[src/rtl/spi_master_shifter.sv]
// ---------------------------------------------------------------------------
// spi_master_shifter
//
// Mode-0 (CPOL=0, CPHA=0) SPI master shift engine. SCLK is generated from a
// half-period counter running on clk_in, so the whole block is single-clock.
// One DATA_WIDTH word is accepted per start request, shifted out MSB-first on
// mosi while miso is captured MSB-first, and the received word is presented
// on rx_data together with a one-cycle done pulse.
//
// Parameters:
//   CLK_DIV    clk_in cycles per SCLK half-period (>= 1)
//   DATA_WIDTH bits per transfer (>= 2)
//
// Ports:
//   clk_in   system clock, all logic on the rising edge
//   rst      synchronous active-high reset
//   start    transfer request, only looked at while idle
//   tx_data  word to send, captured on the accepting edge
//   busy     high from the cycle after acceptance until done
//   done     single-cycle end-of-transfer pulse
//   rx_data  last received word, held until the next done
//   sclk     SPI clock, idles low
//   mosi     SPI data out
//   miso     SPI data in, assumed synchronous to clk_in
//   cs_n     active-low chip select
// ---------------------------------------------------------------------------
module spi_master_shifter #(
    parameter int CLK_DIV    = 50,
    parameter int DATA_WIDTH = 8
) (
    input  logic                  clk_in,
    input  logic                  rst,
    input  logic                  start,
    input  logic [DATA_WIDTH-1:0] tx_data,
    output logic                  busy,
    output logic                  done,
    output logic [DATA_WIDTH-1:0] rx_data,
    output logic                  sclk,
    output logic                  mosi,
    input  logic                  miso,
    output logic                  cs_n
);

    localparam int CNT_W = $clog2(CLK_DIV) + 1;
    localparam int BIT_W = $clog2(DATA_WIDTH) + 1;
    localparam logic [CNT_W-1:0] HALF_LAST = CNT_W'(CLK_DIV - 1);
    localparam logic [BIT_W-1:0] BITS_ALL  = BIT_W'(DATA_WIDTH);

    typedef enum logic [1:0] {
        IDLE,
        LEAD,
        SHIFT,
        TRAIL
    } state_t;

    state_t                state_q, state_d;
    logic [CNT_W-1:0]      half_q, half_d;
    logic [BIT_W-1:0]      bit_q, bit_d;
    logic [DATA_WIDTH-1:0] tx_shift_q, tx_shift_d;
    logic [DATA_WIDTH-1:0] rx_shift_q, rx_shift_d;
    logic [DATA_WIDTH-1:0] rx_data_d;
    logic                  sclk_d;
    logic                  mosi_d;
    logic                  cs_n_d;
    logic                  busy_d;
    logic                  done_d;
    logic                  half_end;

    // The half-period counter reaching its last value marks the end of
    // every timed phase: CS setup, each SCLK half-period and CS hold.
    assign half_end = (half_q == HALF_LAST);

    // Next-state and next-output logic. Everything defaults to holding its
    // value, except done which is a pulse and therefore defaults low.
    // Sampling miso in the same step that raises sclk gives mode-0 capture
    // on the rising edge as seen by the slave. On a falling half-period the
    // next bit is presented until all bits have gone out; the falling edge
    // after the last bit moves on to the CS hold phase with mosi unchanged.
    always_comb begin
        state_d    = state_q;
        half_d     = half_q;
        bit_d      = bit_q;
        tx_shift_d = tx_shift_q;
        rx_shift_d = rx_shift_q;
        rx_data_d  = rx_data;
        sclk_d     = sclk;
        mosi_d     = mosi;
        cs_n_d     = cs_n;
        busy_d     = busy;
        done_d     = 1'b0;

        unique case (state_q)
            IDLE: begin
                if (start) begin
                    tx_shift_d = tx_data;
                    mosi_d     = tx_data[DATA_WIDTH-1];
                    cs_n_d     = 1'b0;
                    busy_d     = 1'b1;
                    half_d     = '0;
                    bit_d      = '0;
                    state_d    = LEAD;
                end
            end

            LEAD: begin
                if (half_end) begin
                    half_d  = '0;
                    state_d = SHIFT;
                end else begin
                    half_d = half_q + 1'b1;
                end
            end

            SHIFT: begin
                if (half_end) begin
                    half_d = '0;
                    sclk_d = ~sclk;
                    if (!sclk) begin
                        rx_shift_d = {rx_shift_q[DATA_WIDTH-2:0], miso};
                        bit_d      = bit_q + 1'b1;
                    end else if (bit_q < BITS_ALL) begin
                        tx_shift_d = tx_shift_q << 1;
                        mosi_d     = tx_shift_q[DATA_WIDTH-2];
                    end else begin
                        state_d = TRAIL;
                    end
                end else begin
                    half_d = half_q + 1'b1;
                end
            end

            TRAIL: begin
                if (half_end) begin
                    half_d    = '0;
                    cs_n_d    = 1'b1;
                    mosi_d    = 1'b0;
                    busy_d    = 1'b0;
                    done_d    = 1'b1;
                    rx_data_d = rx_shift_q;
                    state_d   = IDLE;
                end else begin
                    half_d = half_q + 1'b1;
                end
            end

            default: begin
                state_d = IDLE;
            end
        endcase
    end

    // State and datapath registers. Reset wins over any transfer in
    // progress: the bus returns to idle and no done pulse is produced.
    always_ff @(posedge clk_in) begin
        if (rst) begin
            state_q    <= IDLE;
            half_q     <= '0;
            bit_q      <= '0;
            tx_shift_q <= '0;
            rx_shift_q <= '0;
            rx_data    <= '0;
            sclk       <= 1'b0;
            mosi       <= 1'b0;
            cs_n       <= 1'b1;
            busy       <= 1'b0;
            done       <= 1'b0;
        end else begin
            state_q    <= state_d;
            half_q     <= half_d;
            bit_q      <= bit_d;
            tx_shift_q <= tx_shift_d;
            rx_shift_q <= rx_shift_d;
            rx_data    <= rx_data_d;
            sclk       <= sclk_d;
            mosi       <= mosi_d;
            cs_n       <= cs_n_d;
            busy       <= busy_d;
            done       <= done_d;
        end
    end

endmodule

[config.mk]
export PLATFORM = sky130hd
export DESIGN_NAME = spi_master_shifter
export DESIGN_NICKNAME = d
export VERILOG_FILES = /design/src/rtl/spi_master_shifter.sv
export SDC_FILE = /design/constraint.sdc
export NUM_CORES = 1
export LEC_CHECK = 0
export CORE_MARGIN = 2
export CORE_UTILIZATION = 50
export CTS_CLUSTER_DIAMETER = 200
export CTS_CLUSTER_SIZE = 10
export DETAILED_ROUTE_END_ITERATION = 8
export MAX_ROUTING_LAYER = met4
export PLACE_DENSITY_LB_ADDON = 0.2
export SLEW_MARGIN = 20
export SYNTH_ARGS = -nofsm -noshare
export SYNTH_HDL_FRONTEND = slang
export SYNTH_SLANG_ARGS = --single-unit
[constraint.sdc]
create_clock -name clk_in -period 5.4 [get_ports clk_in]
set_input_delay 1.08 -clock clk_in [delete_from_list [all_inputs] [get_ports clk_in]]
set_output_delay 1.08 -clock clk_in [all_outputs]
set_load 0.01 [all_outputs]
==> results of run 1 <==
==> power by group through the flow <==
stage	clock (mW)	sequential, mW	combinational [mW]
floorplan	0	0.373	0.278
global placement	0	0.376	0.340
detailed placement	0	0.376	0.344
CTS	0.258	0.370	0.345
global route	0.269	0.376	0.382
finish	0.254	0.369	0.344
==> cell type report <==
type                    count  area [µm²]  share of cell area, %
clock buffers               5        68.8                   2.94
clock inverters             3        46.3                   1.98
inverters                   9        33.8                   1.44
multi-input cells         160        1060                   45.4
flip-flops and latches     41         821                   35.1
well taps                  48        60.1                   2.57
repair buffers             25         248                   10.6
==> flip-flops by register name, indices dropped and copies added (netlist names) <==
register,cells
mosi,1
busy,1
bit_q,4
tx_shift_q,7
rx_data,8
done,1
sclk,1
state_q,2
half_q,7
rx_shift_q,8
cs_n,1
==> synthesized netlist by cell type, drive strengths merged <==
| cell type | n |
|---|---|
| dfxtp | 41 |
| a21oi | 28 |
| nand2 | 25 |
| nor2 | 22 |
| mux2i | 17 |
| a311oi | 11 |
| o21ai | 10 |
| clkbuf | 9 |
| inv | 9 |
| nand3 | 8 |
| ha | 7 |
| buf | 4 |
| a21boi | 3 |
| nor2b | 3 |
| nor3 | 3 |
| a211oi | 2 |
| nand4 | 2 |
| a2111oi | 1 |
| a21bo | 1 |
| a21o | 1 |
| a31oi | 1 |
| a41o | 1 |
| and2 | 1 |
| and3b | 1 |
| nand2b | 1 |
| nand3b | 1 |
| nor4 | 1 |
| nor4b | 1 |
| o2111ai | 1 |
| o21bai | 1 |
| o221a | 1 |
| o31a | 1 |
| o31ai | 1 |
| o32a | 1 |
| or4b | 1 |
| xnor2 | 1 |
==> kinds of logic after synthesis <==
| group | count (synthesis) |
|---|---|
| AND/OR/NAND/NOR | 70 |
| AO/OA/AOI/OAI | 65 |
| flip-flops | 41 |
| buffers and inverters | 22 |
| multiplexers | 17 |
| adder cells (fa/ha/maj) | 7 |
| XOR/XNOR | 1 |
==> final timing paths <==
check | endpoint | slack, ns | start
worst min-delay path | rx_shift_q[7] | 0.45 | rx_shift_q[7]
worst max-delay path | mosi | 2.76 | start
worst max register to register | bit_q[2] | 2.93 | state_q[0]
worst min register to register | rx_shift_q[7] | 0.45 | rx_shift_q[7]
==> metal layers <==
layer  vias up  wire length [µm]
li1        840                 -
met1       762              1950
met2        44              1790
met3        10               220
met4         0                68
met5         -                 0
==> worst max-delay path, cell delays in order <==
cell             delay (ns)
clkdlybuf4s50_1        0.59
nand2b_1               0.67
o21ai_0                0.22
o221a_2                0.27
==> through the flow <==
| step | hold WS [ns] | power (mW) |
|---|---|---|
| 3_5_place_dp | 0.446 | 0.720 |
| 4_1_cts | 0.456 | 0.973 |
| 3_3_place_gp | 0.441 | 0.716 |
| 6_report | 0.454 | 0.967 |
| 5_1_grt | 0.485 | 1.03 |
| 2_1_floorplan | 0.431 | 0.651 |
==> flow_summary.yaml, run 1 <==
power:
  vdd_ir_drop_max_v: 0.000248
  power_switching_share_pct: 35.1
  power.clock.fraction_pct: 26.2
  seq_power_share_pct: 38.2
  p_leak_nw: 0.851
  internal_power_mw: 0.627
  comb_power_share_pct: 35.6
  p_sw_mw: 0.340
  power.density_nw_per_um2: 413
grt:
  grt_max_degree: 39
  grt_util_met1_pct: 29.0
  top_usage_layer: "met2"
  antenna_found_initial: 0
  grt_pass1_vias: 1494
  grt_usage_pct: 21.3
  grt_pass1_wl_mm: 7.02
  overflow: 0
  gr-usage-met3_pct: 4.05
  grtUsageMet2_pct: 31.3
min_path:
  min_path_cells: 2
  min_path_type: "flop to flop"
yosys:
  syn_inst: 223
  ys_seq_area_share_pct: 41.7
  yosysUniqueCellTypes: 39
  synth_area_leaders: "dfxtp_1 42%, mux2i_1 8.6%, a21oi_1 7.1%"
  synth_top_family_by_area: "compound AO/OA/AOI/OAI gates"
  synth_compound_gate_area_share_pct: 22.5
  synthAdderAreaFrac_pct: 4.45
  synth-simple-area-share_pct: 17.9
  yosys_warnings: 0
  synthXorXnorAreaFrac_pct: 0.445
  muxShareOfSynthArea_pct: 8.65
  synth_top_area_cell: "dfxtp_1"
  synth.avg_cell_area_um2: 8.83
  yosys.area.top_type_share_pct: 41.7
  syn_area_um2: 1970
  syn_nets: 242
  ys_ff_latch: 41
timing:
  worstMarginPinSlew_ns: 0.805
  min_period_over_period_pct: 48.8
  hold_viol: 0
  finalWorstSetupSlack_ns: 2.76
  grt_setup_unrepaired: "no"
  period_needed_ns: 2.64
  relSlewSlack_pct: 46.3
  final-max-slew-violation-count: 0
  setup_violations: 0
  fmax_mhz: 379
  clock_skew_ns: 0.0103
  finalSetupTns_ns: 0
die:
  start_util_pct: 53.0
  core_area_um2: 3720
  rows: 22
  die_area_um2: 4450
  die_w_um: 66.7
  ios: 25
  die_height_um: 66.7
route:
  wl_per_cell_um: 13.9
  drt_pre_antenna_iters: 4
  ant_nets: 0
  routed_via_density: 5.69
  wl_mm: 4.03
  num_vias: 1656
  drc: 0
  drtIter0Drc: 151
layout:
  area_delta_synth_final_pct: 18.9
  final_common_cell: "dfxtp_1"
  insertedDiodeCount: 0
  drive_gt1_share_pct: 6.58
  final_core_util_pct: 63.0
  final_cells: 291
  fill_cells: 338
  design_area_um2: 2340
  final_cell_mix: "41 x dfxtp_1, 28 x a21oi_1, 25 x nand2_1, 24 x clkdlybuf4s50_1, 22 x nor2_1"
  nets: 261
place:
  portBuffers: 24
  gp_congestion: 0.829
  hpwl_mm: 2.71
  pre_cts_slack_ns: 2.48
  placed_area_um2: 2220
  post-place-cells: 283
setup_path:
  crit_fanout: 22
  cp_data_arrival_time_ns: 2.84
  startpoint_type: "input port"
  ff2ff_path_depth: 6
  end_kind: "flop"
  path_class: "input port to flop"
  worstPathRequired_ns: 5.60
clock_network:
  postCtsSetupBuffers: 0
  postCtsHoldBufs: 0
  cts_resized: 0
  clock_tree.buffer_depth: 2
  cts_tree: "yes"
  htreeDepth: 2
  clock_latency_ns: 0.30
  cts.sinks: 41
  cts.clk_slew.worst_paths_ns: 0.09
  root_buffer: "clkbuf_8"
  cts_buffers: 5
job:
  cap_violations: 0
outcome:
  outcome: "finished clean"
No activity file was read; power rests on OpenSTA's default activity.
==> inputs of run 2 (changes only) <==
--- a/config.mk
+++ b/config.mk
@@ -6,7 +6,7 @@
 export NUM_CORES = 1
 export LEC_CHECK = 0
 export CORE_MARGIN = 2
-export CORE_UTILIZATION = 50
+export CORE_UTILIZATION = 49
 export CTS_CLUSTER_DIAMETER = 200
 export CTS_CLUSTER_SIZE = 10
 export DETAILED_ROUTE_END_ITERATION = 8
==> constraint.sdc (replaced) <==
create_clock -name clk_in -period 2.1 [get_ports clk_in]
set_input_delay 0.42 -clock clk_in [delete_from_list [all_inputs] [get_ports clk_in]]
set_output_delay 0.42 -clock clk_in [all_outputs]
set_load 0.01 [all_outputs]
==> flow_summary.yaml, run 2 (same netlist as run 1, synthesis figures left out) <==
setup_path:
  cp_data_arrival_time_ns: 2.18
  reg2reg_from: "half_q[0]"
  crit_fanout: 4
  startpoint_type: "flop"
  worstSetupStartpoint: "half_q[0]"
  end_kind: "flop"
  critPathBufInv: 0
  cpPeakStageDelay_ns: 0.50
  path_class: "flop to flop"
  cpMaxStageDelayCell: "or4b_4"
  crit_family: "compound AO/OA/AOI/OAI gates"
  path_cells: "ha_1, or4b_4, a2111oi_4, a21boi_2, mux2i_1"
  worstPathRequired_ns: 2.33
power:
  p_leak_nw: 0.908
  total_power_mw: 2.47
  power.density_nw_per_um2: 1020
  vdd_ir_drop_max_v: 0.000500
place:
  portBuffers: 24
  gp_congestion: 0.888
  placed_area_um2: 2320
  hpwl_mm: 3.00
timing:
  setup_violations: 0
  worstMarginPinSlew_ns: 0.565
  min_period_over_period_pct: 93.1
  finalSetupTns_ns: 0
  hold_viol: 0
  clock_skew_ns: 0.00654
  final-max-slew-violation-count: 0
  period_needed_ns: 1.96
  relSlewSlack_pct: 62.2
  grt_setup_unrepaired: "no"
  fmax_mhz: 511
die:
  rows: 23
  die_w_um: 67.4
  start_util_pct: 49.9
  die_height_um: 67.4
  die_area_um2: 4540
  ios: 25
  core_area_um2: 3940
layout:
  final_common_cell: "dfxtp_1"
  final_cell_mix: "41 x dfxtp_1, 28 x a21oi_1, 25 x nand2_1, 24 x clkdlybuf4s50_1, 22 x nor2_1"
  insertedDiodeCount: 0
  nets: 273
  area_delta_synth_final_pct: 22.8
  drive_gt1_share_pct: 11.4
  fill_cells: 351
  design_area_um2: 2420
  top_regs: "rx_data (8), rx_shift_q (8)"
min_path:
  min_from: "rx_shift_q[7]"
  min_path_type: "flop to flop"
clock_network:
  clock_latency_ns: 0.29
  postCtsSetupBuffers: 0
  root_buffer: "clkbuf_8"
  cts_buffers: 5
  cts.sinks: 41
  cts.clk_slew.worst_paths_ns: 0.08
  htreeDepth: 2
  cts_tree: "yes"
  clock_tree.buffer_depth: 2
grt:
  grt_max_degree: 28
  grt_usage_pct: 20.6
  grt_pass1_vias: 1497
  grt_pass1_wl_mm: 6.93
  antenna_found_initial: 0
  overflow: 0
route:
  drtIter0Drc: 103
  drc: 0
  drt_pre_antenna_iters: 4
  routed_via_density: 5.54
  ant_nets: 0
  wl_mm: 4.12
  num_vias: 1690
  wl_per_cell_um: 13.5
job:
  cap_violations: 0
outcome:
  outcome: "finished clean"
-- run 2: cell types whose count changed in the layout (fill, tap and decap cells not counted), sizes merged --
cell,change
buf,+12
bufinv,-1
clkbuf,+1
clkinv,+1
clkinvlp,-1
-- run 2: final timing paths --
| path | slack, ns | end | cells after the start |
|---|---|---|---|
| min | 0.45 | rx_shift_q[7] | 2 |
| min reg2reg | 0.45 | rx_shift_q[7] | 2 |
| max reg2reg | 0.14 | state_q[0] | 5 |
| max | 0.14 | state_q[0] | 5 |
-- run 2: worst register-to-register path, cell delays in order, from the launching register on --
cell and delay, ns:
dfxtp_1 0.40, ha_1 0.20, or4b_4 0.50, a2111oi_4 0.37, a21boi_2 0.25, mux2i_1 0.19
-- run 2: cell type report --
cell class,count,area (µm²),area share (%)
clock buffers,6,82.6,3.42
clock inverters,2,13.8,0.569
inverters,9,33.8,1.40
multi-input cells,160,1070,44.1
flip-flops and latches,41,821,34.0
well taps,50,62.6,2.59
repair buffers,37,338,14.0
-- run 2: routing by layer --
layer | vias up | part of all wire (%) | GRT usage, %
li1 | 860 | - | -
met4 | 0 | 0.90 | 4.59
met2 | 35 | 45 | 30.7
met3 | 5 | 4.3 | 5.50
met1 | 790 | 50 | 28.0
met5 | - | 0 | -
-- run 2: timing repair --
action                                 CTS  global route
setup endpoints to repair                0             5
endpoints found under the hold margin    0             0
hold buffers                             0             0
gates resized for setup                  0             1
-- run 2: report_power, final --
part | internal, mW | total (mW) | switching, mW
sequential | 0.882 | 0.951 | 0.0687
combinational | 0.448 | 0.979 | 0.532
clock | 0.266 | 0.541 | 0.274
-- run 2: stage by stage --
| step | setup slack [ns] | hold WS, ns | instances | utilization (%) |
|---|---|---|---|---|
| floorplan | 0.178 | 0.431 | 223 | - |
| global placement | 0.127 | 0.442 | 297 | 58.8 |
| detailed placement | 0.0927 | 0.444 | 297 | 58.8 |
| CTS | 0.0979 | 0.454 | 305 | 61.2 |
| global route | 0.00518 | 0.492 | 305 | 61.3 |
| finish | 0.144 | 0.451 | 305 | 61.3 |
